[config.mk]
export PLATFORM = sky130hd
export DESIGN_NAME = sum_accumulator_16bit
export DESIGN_NICKNAME = d
export VERILOG_FILES = /design/src/rtl/sum_accumulator_16bit.sv
export SDC_FILE = /design/constraint.sdc
export NUM_CORES = 1
export LEC_CHECK = 0
export CORE_MARGIN = 8
export CORE_UTILIZATION = 55
export DETAILED_ROUTE_END_ITERATION = 8
export PLACE_DENSITY = 0.89
export SLEW_MARGIN = 10
export SYNTH_ARGS = -nofsm -noshare
export SYNTH_HDL_FRONTEND = slang
export SYNTH_SLANG_ARGS = --single-unit
[constraint.sdc]
create_clock -name clk -period 3.3 [get_ports clk]
set_clock_uncertainty 0.1 [all_clocks]
set_input_delay 0.66 -clock clk [delete_from_list [all_inputs] [get_ports clk]]
set_output_delay 0.66 -clock clk [all_outputs]
set_load 0.01 [all_outputs]
[src/rtl/sum_accumulator_16bit.sv]
// sum_accumulator_16bit
//   Block-sum stage placed after the 16-bit adder. Accepts adder sum words over
//   a valid/ready handshake, accumulates COUNT of them (or fewer when flushed)
//   into an ACC_W-bit total, and presents total, beat count and a sticky
//   wrap flag on a registered valid/ready output port.
//
// Ports
//   clk        in   1       rising-edge clock
//   rst        in   1       asynchronous active-high reset
//   in_valid   in   1       in_sum holds a valid adder result
//   in_ready   out  1       stage can accept in_sum this cycle (from state)
//   in_sum     in   DATA_W  adder sum word, unsigned
//   flush      in   1       close the current block early
//   out_valid  out  1       block result available
//   out_ready  in   1       consumer takes the result this cycle
//   out_total  out  ACC_W   accumulated total of the block (mod 2^ACC_W)
//   out_count  out  8       number of sums in the block
//   out_ovf    out  1       total wrapped during the block
module sum_accumulator_16bit #(
  parameter int unsigned DATA_W = 16,
  parameter int unsigned COUNT  = 4,
  parameter int unsigned ACC_W  = 24
) (
  input  logic              clk,
  input  logic              rst,
  input  logic              in_valid,
  output logic              in_ready,
  input  logic [DATA_W-1:0] in_sum,
  input  logic              flush,
  output logic              out_valid,
  input  logic              out_ready,
  output logic [ACC_W-1:0]  out_total,
  output logic [7:0]        out_count,
  output logic              out_ovf
);

  localparam int unsigned CNT_W = 8;
  localparam int unsigned SUM_W = ACC_W + 1;
  localparam logic [CNT_W-1:0] CNT_LAST = CNT_W'(COUNT);

  typedef enum logic [1:0] {
    IDLE  = 2'd0,
    ACCUM = 2'd1,
    HOLD  = 2'd2
  } state_t;

  state_t state, state_d;

  logic [ACC_W-1:0] acc, acc_d;
  logic [CNT_W-1:0] cnt, cnt_d;
  logic             ovf, ovf_d;

  logic [ACC_W-1:0] out_total_d;
  logic [CNT_W-1:0] out_count_d;
  logic             out_ovf_d;
  logic             out_valid_d;

  logic             xfer;
  logic             handoff;
  logic [SUM_W-1:0] add_full;
  logic [CNT_W-1:0] cnt_inc;
  logic             close_blk;

  // Ready depends only on state (and out_ready while holding a result)
  always_comb begin
    in_ready = 1'b0;
    if (!rst) begin
      case (state)
        IDLE:    in_ready = 1'b1;
        ACCUM:   in_ready = 1'b1;
        HOLD:    in_ready = out_ready;
        default: in_ready = 1'b0;
      endcase
    end
  end

  assign xfer    = in_valid & in_ready;
  assign handoff = out_valid & out_ready;

  // One extra bit catches the carry out of the accumulator width
  assign add_full = SUM_W'(acc) + SUM_W'(in_sum);
  assign cnt_inc  = cnt + CNT_W'(1);

  // State register
  always_ff @(posedge clk or posedge rst) begin
    if (rst) begin
      state <= IDLE;
    end else begin
      state <= state_d;
    end
  end

  // Next state, accumulator update and result capture
  always_comb begin
    state_d     = state;
    acc_d       = acc;
    cnt_d       = cnt;
    ovf_d       = ovf;
    out_total_d = out_total;
    out_count_d = out_count;
    out_ovf_d   = out_ovf;
    out_valid_d = out_valid;
    close_blk   = 1'b0;

    case (state)
      IDLE: begin
        if (xfer) begin
          acc_d   = ACC_W'(in_sum);
          cnt_d   = CNT_W'(1);
          ovf_d   = 1'b0;
          state_d = ACCUM;
        end
      end

      ACCUM: begin
        if (xfer) begin
          acc_d = add_full[ACC_W-1:0];
          cnt_d = cnt_inc;
          ovf_d = ovf | add_full[ACC_W];
        end
        // A flush in the same cycle as a beat closes the block with that beat included
        close_blk = (xfer && (cnt_inc == CNT_LAST)) || flush;
        if (close_blk) begin
          out_total_d = acc_d;
          out_count_d = cnt_d;
          out_ovf_d   = ovf_d;
          out_valid_d = 1'b1;
          state_d     = HOLD;
        end
      end

      HOLD: begin
        // in_ready follows out_ready here, so a beat can only arrive with a handoff
        if (handoff) begin
          out_valid_d = 1'b0;
          if (xfer) begin
            acc_d   = ACC_W'(in_sum);
            cnt_d   = CNT_W'(1);
            ovf_d   = 1'b0;
            state_d = ACCUM;
          end else begin
            state_d = IDLE;
          end
        end
      end

      default: begin
        state_d     = IDLE;
        out_valid_d = 1'b0;
      end
    endcase
  end

  // Datapath and output registers
  always_ff @(posedge clk or posedge rst) begin
    if (rst) begin
      acc       <= '0;
      cnt       <= '0;
      ovf       <= 1'b0;
      out_total <= '0;
      out_count <= '0;
      out_ovf   <= 1'b0;
      out_valid <= 1'b0;
    end else begin
      acc       <= acc_d;
      cnt       <= cnt_d;
      ovf       <= ovf_d;
      out_total <= out_total_d;
      out_count <= out_count_d;
      out_ovf   <= out_ovf_d;
      out_valid <= out_valid_d;
    end
  end

endmodule

==> metrics.txt, run 1 <==
# TYPE chip_impl_metric gauge
chip_impl_metric{name="power.density_cell_area",unit="nW/µm²"} 863
chip_impl_metric{name="fill_cells",unit=""} 595
chip_impl_metric{name="synth-edff-count",unit=""} 0
chip_impl_metric{name="dpl_hpwl",unit="mm"} 8.59
chip_impl_metric{name="maxCapViolations",unit=""} 0
chip_impl_metric{name="area.growth.synth_to_final",unit="%"} 20.5
chip_impl_metric{name="leakagePower",unit="nW"} 2.23
chip_impl_metric{name="core_area",unit="µm²"} 8050
chip_impl_metric{name="clock_insertion_delay_worst_skew",unit="ns"} 0.37
chip_impl_info{name="synthFlopType",value="dfrtp_1"} 1
chip_impl_metric{name="setup_violations",unit=""} 0
chip_impl_metric{name="setup_bufs_post_cts",unit=""} 0
chip_impl_info{name="tritoncts",value="yes"} 1
chip_impl_metric{name="die_w",unit="µm"} 106
chip_impl_metric{name="total_clock_buffers_created_by_cts",unit=""} 9
chip_impl_metric{name="cts_max_path_buffers",unit=""} 2
chip_impl_metric{name="critPathMaxFanout",unit=""} 7
chip_impl_metric{name="drt-wirelength-per-cell",unit="µm"} 18.2
chip_impl_metric{name="cts-htree-levels",unit=""} 3
chip_impl_metric{name="die_h",unit="µm"} 106
chip_impl_metric{name="antenna-diode-count",unit=""} 0
chip_impl_metric{name="hold_violations",unit=""} 0
chip_impl_info{name="start_kind",value="input port"} 1
chip_impl_metric{name="ys_seq_area_share",unit="%"} 38.4
chip_impl_metric{name="detail_route.drc_violations",unit=""} 0
chip_impl_metric{name="post_cts_resized",unit=""} 0
chip_impl_metric{name="detail_route.first_pass.iterations",unit=""} 5
chip_impl_metric{name="groute.usage.overall",unit="%"} 22.3
chip_impl_info{name="end_kind",value="register"} 1
chip_impl_info{name="ys_top_cells_by_area",value="dfrtp_1 (38%), ha_1 (5.0%), o21ai_0 (4.8%), a21oi_1 (4.5%), nor2_1 (4.2%)"} 1
chip_impl_info{name="hold_class",value="reg2reg"} 1
chip_impl_metric{name="synthesis.instances",unit=""} 504
chip_impl_metric{name="dpl_cells",unit=""} 655
chip_impl_metric{name="layoutNonFillerInstCount",unit=""} 671
chip_impl_metric{name="clock_pin_slew_reported_for_the_worst_setup_and_hold_paths_after_clock_tree_synthesis",unit="ns"} 0.08
chip_impl_metric{name="drt_first_iter_violations",unit=""} 358
chip_impl_metric{name="grt_start_max_net_pins",unit=""} 70
chip_impl_metric{name="share_of_post_route_cells_with_drive_strength_above_1",unit="%"} 11.3
chip_impl_metric{name="cp_data_required_time",unit="ns"} 3.45
chip_impl_metric{name="worst-slew-pin-transition",unit="ns"} 0.844
chip_impl_metric{name="netlist-cell-type-count",unit=""} 71
chip_impl_info{name="status",value="completed"} 1
chip_impl_metric{name="detailroute.via_count",unit=""} 4259
chip_impl_metric{name="num_rows",unit=""} 33
chip_impl_metric{name="postSynthRegisterBits",unit=""} 69
chip_impl_metric{name="slew_headroom",unit="%"} 43.7
chip_impl_metric{name="grt_first_pass_wirelength",unit="mm"} 20.5
chip_impl_metric{name="ys_warn_count",unit=""} 0
chip_impl_metric{name="design.die.area",unit="µm²"} 11300
chip_impl_metric{name="globalplace.congestion",unit=""} 0.959
chip_impl_metric{name="post_synth_instance_area",unit="µm²"} 4490
chip_impl_metric{name="fmax",unit="MHz"} 318
chip_impl_metric{name="antenna_found_initial",unit=""} 0
chip_impl_info{name="cts_root_buffer",value="clkbuf_8"} 1
chip_impl_metric{name="timing.final.crit_share",unit="%"} 95.2
chip_impl_info{name="synth_largest_area_cell",value="dfrtp_1"} 1
chip_impl_metric{name="cts.sinks",unit=""} 69
chip_impl_metric{name="route.antenna.remaining_nets",unit=""} 0
chip_impl_metric{name="ioPinCount",unit=""} 56
chip_impl_metric{name="synthArstFlopShare",unit="%"} 100
chip_impl_metric{name="initial_core_util",unit="%"} 55.8
chip_impl_metric{name="first_global_vias",unit=""} 4299
chip_impl_metric{name="cp.arrival",unit="ns"} 3.29
chip_impl_metric{name="nNetsFinal",unit=""} 601
chip_impl_metric{name="detail_route.vias_per_cell",unit=""} 6.35
chip_impl_metric{name="netlist.area_leader.share",unit="%"} 38.4
chip_impl_metric{name="totalWireLength",unit="mm"} 12.2
chip_impl_metric{name="cts_hold_buffers",unit=""} 0
chip_impl_info{name="worstSetupPathType",value="in2reg"} 1
chip_impl_metric{name="grt_overflow",unit=""} 0
chip_impl_metric{name="final-max-slew-violation-count",unit=""} 0
chip_impl_metric{name="max-vdd-ir-drop",unit="µV"} 507
chip_impl_info{name="rsz0062_at_grt",value="false"} 1
chip_impl_metric{name="post_synth.cell_area_avg",unit="µm²"} 8.91
chip_impl_metric{name="worst_hold_slack",unit="ns"} 0.403
chip_impl_metric{name="port-buffer-count",unit=""} 55
chip_impl_metric{name="post-route-min-period",unit="ns"} 3.14
chip_impl_metric{name="synth_nets",unit=""} 544
==> cell usage after synthesis, types with 5 or more instances <==
cell type / number
nand3_1: 13
a31oi_1: 16
and2_1: 8
clkbuf_1: 14
ha_1: 18
nor2_1: 50
nor3_1: 6
o211ai_1: 6
a21o_1: 9
inv_1: 16
mux2i_1: 5
a22oi_1: 14
dfrtp_1: 69
o2111ai_1: 7
a21oi_1: 40
xor2_1: 7
o31ai_1: 5
o21ai_0: 43
nand2_1: 42
and3_1: 6
buf_2: 10
xnor2_1: 14
==> worst max-delay path: stages <==
cell,delay (ns)
clkdlybuf4s50_1,0.51
ha_1,0.18
inv_1,0.05
fa_1,0.39
nand2b_1,0.18
a211oi_2,0.25
o21ai_2,0.17
o32a_4,0.44
a21o_2,0.23
a22o_1,0.23
==> logic make-up (layout without fill, tap and decap cells) <==
| group | count (synthesis) | count (layout) | share of synthesized area (%) |
|---|---|---|---|
| fa+ha+maj | 19 | 19 | 5.46 |
| xor+xnor | 21 | 21 | 4.09 |
| buf+inv | 48 | 110 | 5.35 |
| simple gates | 156 | 156 | 17.1 |
| mux | 8 | 8 | 1.87 |
| flops | 69 | 69 | 38.4 |
| compound gates | 183 | 183 | 27.7 |
==> layer usage <==
| metal | vias up | GRT usage, % | wire length, µm |
|---|---|---|---|
| li1 | 1994 | - | - |
| met1 | 2020 | 26.0 | 4790 |
| met2 | 201 | 35.7 | 6010 |
| met3 | 44 | 5.75 | 960 |
| met4 | 0 | 14.6 | 440 |
| met5 | - | 0 | 0 |
==> flip-flops by register name (all words and copies together), names as in the netlist <==
name       flops
acc           24
cnt            8
out_count      8
out_ovf        1
out_total     24
out_valid      1
ovf            1
state          2
==> path summary, 6_finish.rpt <==
check | end | slack (ns) | start | cells past startpoint
setup / recovery | acc[16]$_DFFE_PP0P_ | 0.16 | in_sum[0] | 10
min in group asynchronous | cnt[7]$_DFFE_PP0P_ | 0.64 | rst | 3
hold reg to reg | out_total[5]$_DFFE_PP0P_ | 0.40 | out_total[5]$_DFFE_PP0P_ | 1
setup reg to reg | acc[16]$_DFFE_PP0P_ | 0.59 | acc[0]$_DFFE_PP0P_ | 9
max in group asynchronous | out_total[11]$_DFFE_PP0P_ | 2.18 | rst | 3
hold / removal | out_total[5]$_DFFE_PP0P_ | 0.40 | out_total[5]$_DFFE_PP0P_ | 1
==> placed cells by master (no fill, tap or decap), types with 3 or more instances in the layout <==
cell type,instances
a211o_1,3
a211oi_1,3
a21o_1,9
a21oi_1,40
a22oi_1,14
a31oi_1,16
and2_1,8
and3_1,6
and4_1,3
buf_12,3
buf_4,20
clkbuf_8,10
clkdlybuf4s50_1,55
dfrtp_1,69
ha_1,18
inv_1,15
mux2_2,3
mux2i_1,5
nand2_1,42
nand2b_1,4
nand3_1,13
nand3b_1,4
nand4_1,3
nor2_1,50
nor3_1,6
nor4_1,3
o2111ai_1,7
o211ai_1,6
o21a_1,4
o21ai_0,43
o31ai_1,5
o32ai_1,3
or3_1,3
xnor2_1,14
xor2_1,7
==> final cells by class <==
cell class | count | area (µm²) | area share, %
clock buffers | 10 | 138 | 2.54
clock inverters | 6 | 71.3 | 1.32
inverters | 16 | 60.1 | 1.11
multi-input cells | 387 | 2530 | 46.7
flip-flops and latches | 69 | 1730 | 31.9
well taps | 105 | 131 | 2.43
repair buffers | 78 | 761 | 14.1
==> where the power goes <==
group	switching [W]	leakage, nW	internal [W]
Sequential	0.000245	0.870	0.00116
Combinational	0.00137	1.26	0.00116
Clock	0.000360	0.0991	0.000374
Total	0.00197	2.23	0.00270
==> metrics by stage <==
| step | total power, W | utilization (%) | instance area [µm²] | TNS, ns | worst slack (ns) |
|---|---|---|---|---|---|
| floorplan | 0.00299 | - | 4490 | 0 | 0.450 |
| global placement | 0.00379 | 64.6 | 5200 | -0.396 | -0.129 |
| detailed placement | 0.00391 | 64.6 | 5200 | -0.876 | -0.197 |
| CTS | 0.00466 | 67.2 | 5410 | 0 | 0.166 |
| global route | 0.00499 | 67.2 | 5410 | 0 | 0.0221 |
| finish | 0.00467 | 67.2 | 5410 | 0 | 0.160 |
Power figures use the tool's default switching activity.
==> inputs of run 2 (changes only) <==
--- a/config.mk
+++ b/config.mk
@@ -7,7 +7,7 @@
 export LEC_CHECK = 0
 export CORE_MARGIN = 8
-export CORE_UTILIZATION = 55
+export CORE_UTILIZATION = 51
 export DETAILED_ROUTE_END_ITERATION = 8
-export PLACE_DENSITY = 0.89
+export PLACE_DENSITY = 0.87
 export SLEW_MARGIN = 10
 export SYNTH_ARGS = -nofsm -noshare
==> constraint.sdc (replaced) <==
create_clock -name clk -period 2.66 [get_ports clk]
set_clock_uncertainty 0.1 [all_clocks]
set_input_delay 0.798 -clock clk [delete_from_list [all_inputs] [get_ports clk]]
set_output_delay 0.798 -clock clk [all_outputs]
set_load 0.01 [all_outputs]
==> run 2 against run 1 <==
  * Register-to-register slack worse by 0.58 ns
  * Cell area up 20%
  * Largest power group unchanged
  * Power increased by 49%
  * Cell count up 13%
  * Worst hold slack improved by 0.0061 ns
  * Clock-buffer cell count did not move
  * The run now ends with setup timing left
  * Utilization up 8.2 points
  * First-iteration DRC count rose by 8.4%
==> metrics.txt, run 2 (same netlist as run 1, synthesis figures left out) <==
# TYPE chip_impl_metric gauge
chip_impl_metric{name="drt-wirelength-per-cell",unit="µm"} 20.3
chip_impl_metric{name="cts_max_path_buffers",unit=""} 2
chip_impl_metric{name="nNetsFinal",unit=""} 688
chip_impl_metric{name="detailedPlace.worstSlack",unit="ns"} -0.841
chip_impl_metric{name="design.die.area",unit="µm²"} 12100
chip_impl_metric{name="timing.final.crit_share",unit="%"} 103
chip_impl_metric{name="share_of_post_route_cells_with_drive_strength_above_1",unit="%"} 30.8
chip_impl_metric{name="antenna_found_initial",unit=""} 0
chip_impl_metric{name="totalWireLength",unit="mm"} 15.4
chip_impl_metric{name="final.setup.worst_slack",unit="ns"} -0.0761
chip_impl_info{name="largest_registers",value="acc x24, out_total x24"} 1
chip_impl_metric{name="leakagePower",unit="nW"} 2.74
chip_impl_metric{name="finalPower",unit="W"} 0.00697
chip_impl_info{name="crit-reg2reg-capture",value="acc[20]$_DFFE_PP0P_"} 1
chip_impl_metric{name="groute.usage.overall",unit="%"} 23.7
chip_impl_metric{name="dpl_hpwl",unit="mm"} 9.37
chip_impl_info{name="hold_class",value="reg2reg"} 1
chip_impl_metric{name="total_clock_buffers_created_by_cts",unit=""} 9
chip_impl_metric{name="initial_core_util",unit="%"} 52.0
chip_impl_info{name="worst_path_dominant_cell_family",value="compound AO/OA/AOI/OAI gates"} 1
chip_impl_info{name="highest_count_cells_in_the_layout_ignoring_fill_and_taps",value="buf_4 (105), dfrtp_1 (69), nor2_1 (49)"} 1
chip_impl_info{name="cts_root_buffer",value="clkbuf_8"} 1
chip_impl_metric{name="cts.sinks",unit=""} 69
chip_impl_metric{name="die_w",unit="µm"} 110
chip_impl_info{name="tritoncts",value="yes"} 1
chip_impl_metric{name="antenna-diode-count",unit=""} 0
chip_impl_metric{name="final-max-slew-violation-count",unit=""} 0
chip_impl_metric{name="cp_slowest_stage_delay",unit="ns"} 0.36
chip_impl_metric{name="power.density_cell_area",unit="nW/µm²"} 1070
chip_impl_metric{name="setup_violations",unit=""} 5
chip_impl_metric{name="hold_violations",unit=""} 0
chip_impl_metric{name="port-buffer-count",unit=""} 55
chip_impl_metric{name="grt_overflow",unit=""} 0
chip_impl_metric{name="cp_data_required_time",unit="ns"} 2.79
chip_impl_metric{name="cts-htree-levels",unit=""} 3
chip_impl_metric{name="detailroute.via_count",unit=""} 4891
chip_impl_metric{name="maxCapViolations",unit=""} 0
chip_impl_info{name="cp_cell_sequence",value="buf_8 -> ha_4 -> inv_2 -> fa_2 -> nand2b_4 -> a211oi_4 -> o21ai_4 -> buf_4 -> o32ai_2 -> buf_4 -> a21oi_1 -> a211o_1"} 1
chip_impl_metric{name="worst-slew-pin-transition",unit="ns"} 0.669
chip_impl_metric{name="clock_insertion_delay_worst_skew",unit="ns"} 0.35
chip_impl_info{name="critical-path-top-cell-by-count",value="buf_4"} 1
chip_impl_metric{name="grt_start_max_net_pins",unit=""} 70
chip_impl_metric{name="post-route-min-period",unit="ns"} 2.74
chip_impl_info{name="critPathSlowestCell",value="fa_2"} 1
chip_impl_metric{name="sum_of_buffers_and_inverters_on_the_critical_path",unit=""} 4
chip_impl_metric{name="route.antenna.remaining_nets",unit=""} 0
chip_impl_metric{name="slew_headroom",unit="%"} 55.0
chip_impl_metric{name="worst_hold_slack",unit="ns"} 0.409
chip_impl_metric{name="ioPinCount",unit=""} 56
chip_impl_metric{name="drt_first_iter_violations",unit=""} 388
chip_impl_metric{name="critPathMaxFanout",unit=""} 6
chip_impl_metric{name="detail_route.drc_violations",unit=""} 0
chip_impl_metric{name="timing.reg2reg.setup_slack",unit="ns"} 0.01
chip_impl_info{name="end_kind",value="register"} 1
chip_impl_metric{name="area.growth.synth_to_final",unit="%"} 45.0
chip_impl_metric{name="globalplace.congestion",unit=""} 0.947
chip_impl_info{name="rsz0062_at_grt",value="true"} 1
chip_impl_metric{name="detail_route.first_pass.iterations",unit=""} 5
chip_impl_metric{name="clock_pin_slew_reported_for_the_worst_setup_and_hold_paths_after_clock_tree_synthesis",unit="ns"} 0.07
chip_impl_metric{name="die_h",unit="µm"} 110
chip_impl_info{name="hold_start",value="out_total[5]$_DFFE_PP0P_"} 1
chip_impl_info{name="worst_hold_path.endpoint",value="out_total[5]$_DFFE_PP0P_"} 1
chip_impl_info{name="status",value="finished with violations"} 1
chip_impl_metric{name="grt_first_pass_wirelength",unit="mm"} 22.9
chip_impl_metric{name="first_global_vias",unit=""} 4855
chip_impl_info{name="start_kind",value="input port"} 1
chip_impl_metric{name="num_rows",unit=""} 34
chip_impl_info{name="layout.cells.most_common",value="buf_4"} 1
chip_impl_metric{name="rr_worst_depth",unit=""} 11
chip_impl_info{name="violations",value="setup timing"} 1
chip_impl_metric{name="detail_route.vias_per_cell",unit=""} 6.43
chip_impl_info{name="worstSetupPathType",value="in2reg"} 1
chip_impl_info{name="reg_to_reg_critical_path_startpoint",value="acc[0]$_DFFE_PP0P_"} 1
chip_impl_metric{name="fmax",unit="MHz"} 365
chip_impl_metric{name="hold-path-cell-count",unit=""} 1
chip_impl_metric{name="post-route-util",unit="%"} 75.4
chip_impl_metric{name="core_area",unit="µm²"} 8640
chip_impl_metric{name="max-vdd-ir-drop",unit="µV"} 585
chip_impl_metric{name="cp.arrival",unit="ns"} 2.87
-- run 2: worst max-delay path by stage --
stage,from,end,depth (start not counted)
5_1_grt,in_sum[0],acc[20]$_DFFE_PP0P_,10
3_3_place_gp,in_sum[0],out_total[20]$_DFFE_PP0P_,10
2_1_floorplan,in_sum[0],out_total[20]$_DFFE_PP0P_,9
6_report,in_sum[0],acc[20]$_DFFE_PP0P_,12
4_1_cts,in_sum[0],out_total[20]$_DFFE_PP0P_,10
3_5_place_dp,in_sum[0],out_total[20]$_DFFE_PP0P_,10
-- run 2: report_power, final --
group / total, W / switching (W) / internal, W
Sequential: 0.00181 / 0.000364 / 0.00144
Combinational: 0.00427 / 0.00211 / 0.00216
Clock: 0.000890 / 0.000435 / 0.000455
Total: 0.00697 / 0.00291 / 0.00406
-- run 2: area by class of cell --
class	instances	area (µm²)
timing repair buffer	165	1410
tap	108	135
clock buffer	10	138
sequential	69	1730
inverter	16	60.1
multi-input combinational	387	2980
fill	542	2120
clock inverter	6	62.6
-- run 2: timing repair --
item,4_1_cts,5_1_grt
endpoints found under the setup margin,39,51
pin swaps,15,21
hold buffers,0,0
setup buffers,2,13
gates resized for setup,69,36
endpoints found under the hold margin,0,0
-- run 2: per-layer routing --
layer / routed length (µm) / track usage, % / up-vias / share of wire [%]
met1: 5880 / 27.8 / 2321 / 38
met5: 0 / 0 / - / 0
li1: - / - / 2157 / -
met2: 7580 / 39.1 / 328 / 49
met3: 1280 / 5.28 / 85 / 8.3
met4: 686 / 13.8 / 0 / 4.4
-- run 2: worst reg2reg max path: cells and delay by family, from the launching register on --
family,cells,cell delay [ns]
buffers and inverters,3,0.38
flip-flops,1,0.42
AO/OA/AOI/OAI,5,0.95
AND/OR/NAND/NOR,1,0.17
adder cells (fa/ha/maj),2,0.53
-- run 2: stage by stage --
step                      instances  setup TNS [ns]  area [µm²]
final                           761          -0.302        6520
after detailed placement        730          -29.51        5790
after CTS                       748         -0.0178        6290
after floorplan                 504          -0.792        4530
after global routing            761          -0.654        6520
after global placement          730          -27.40        5790
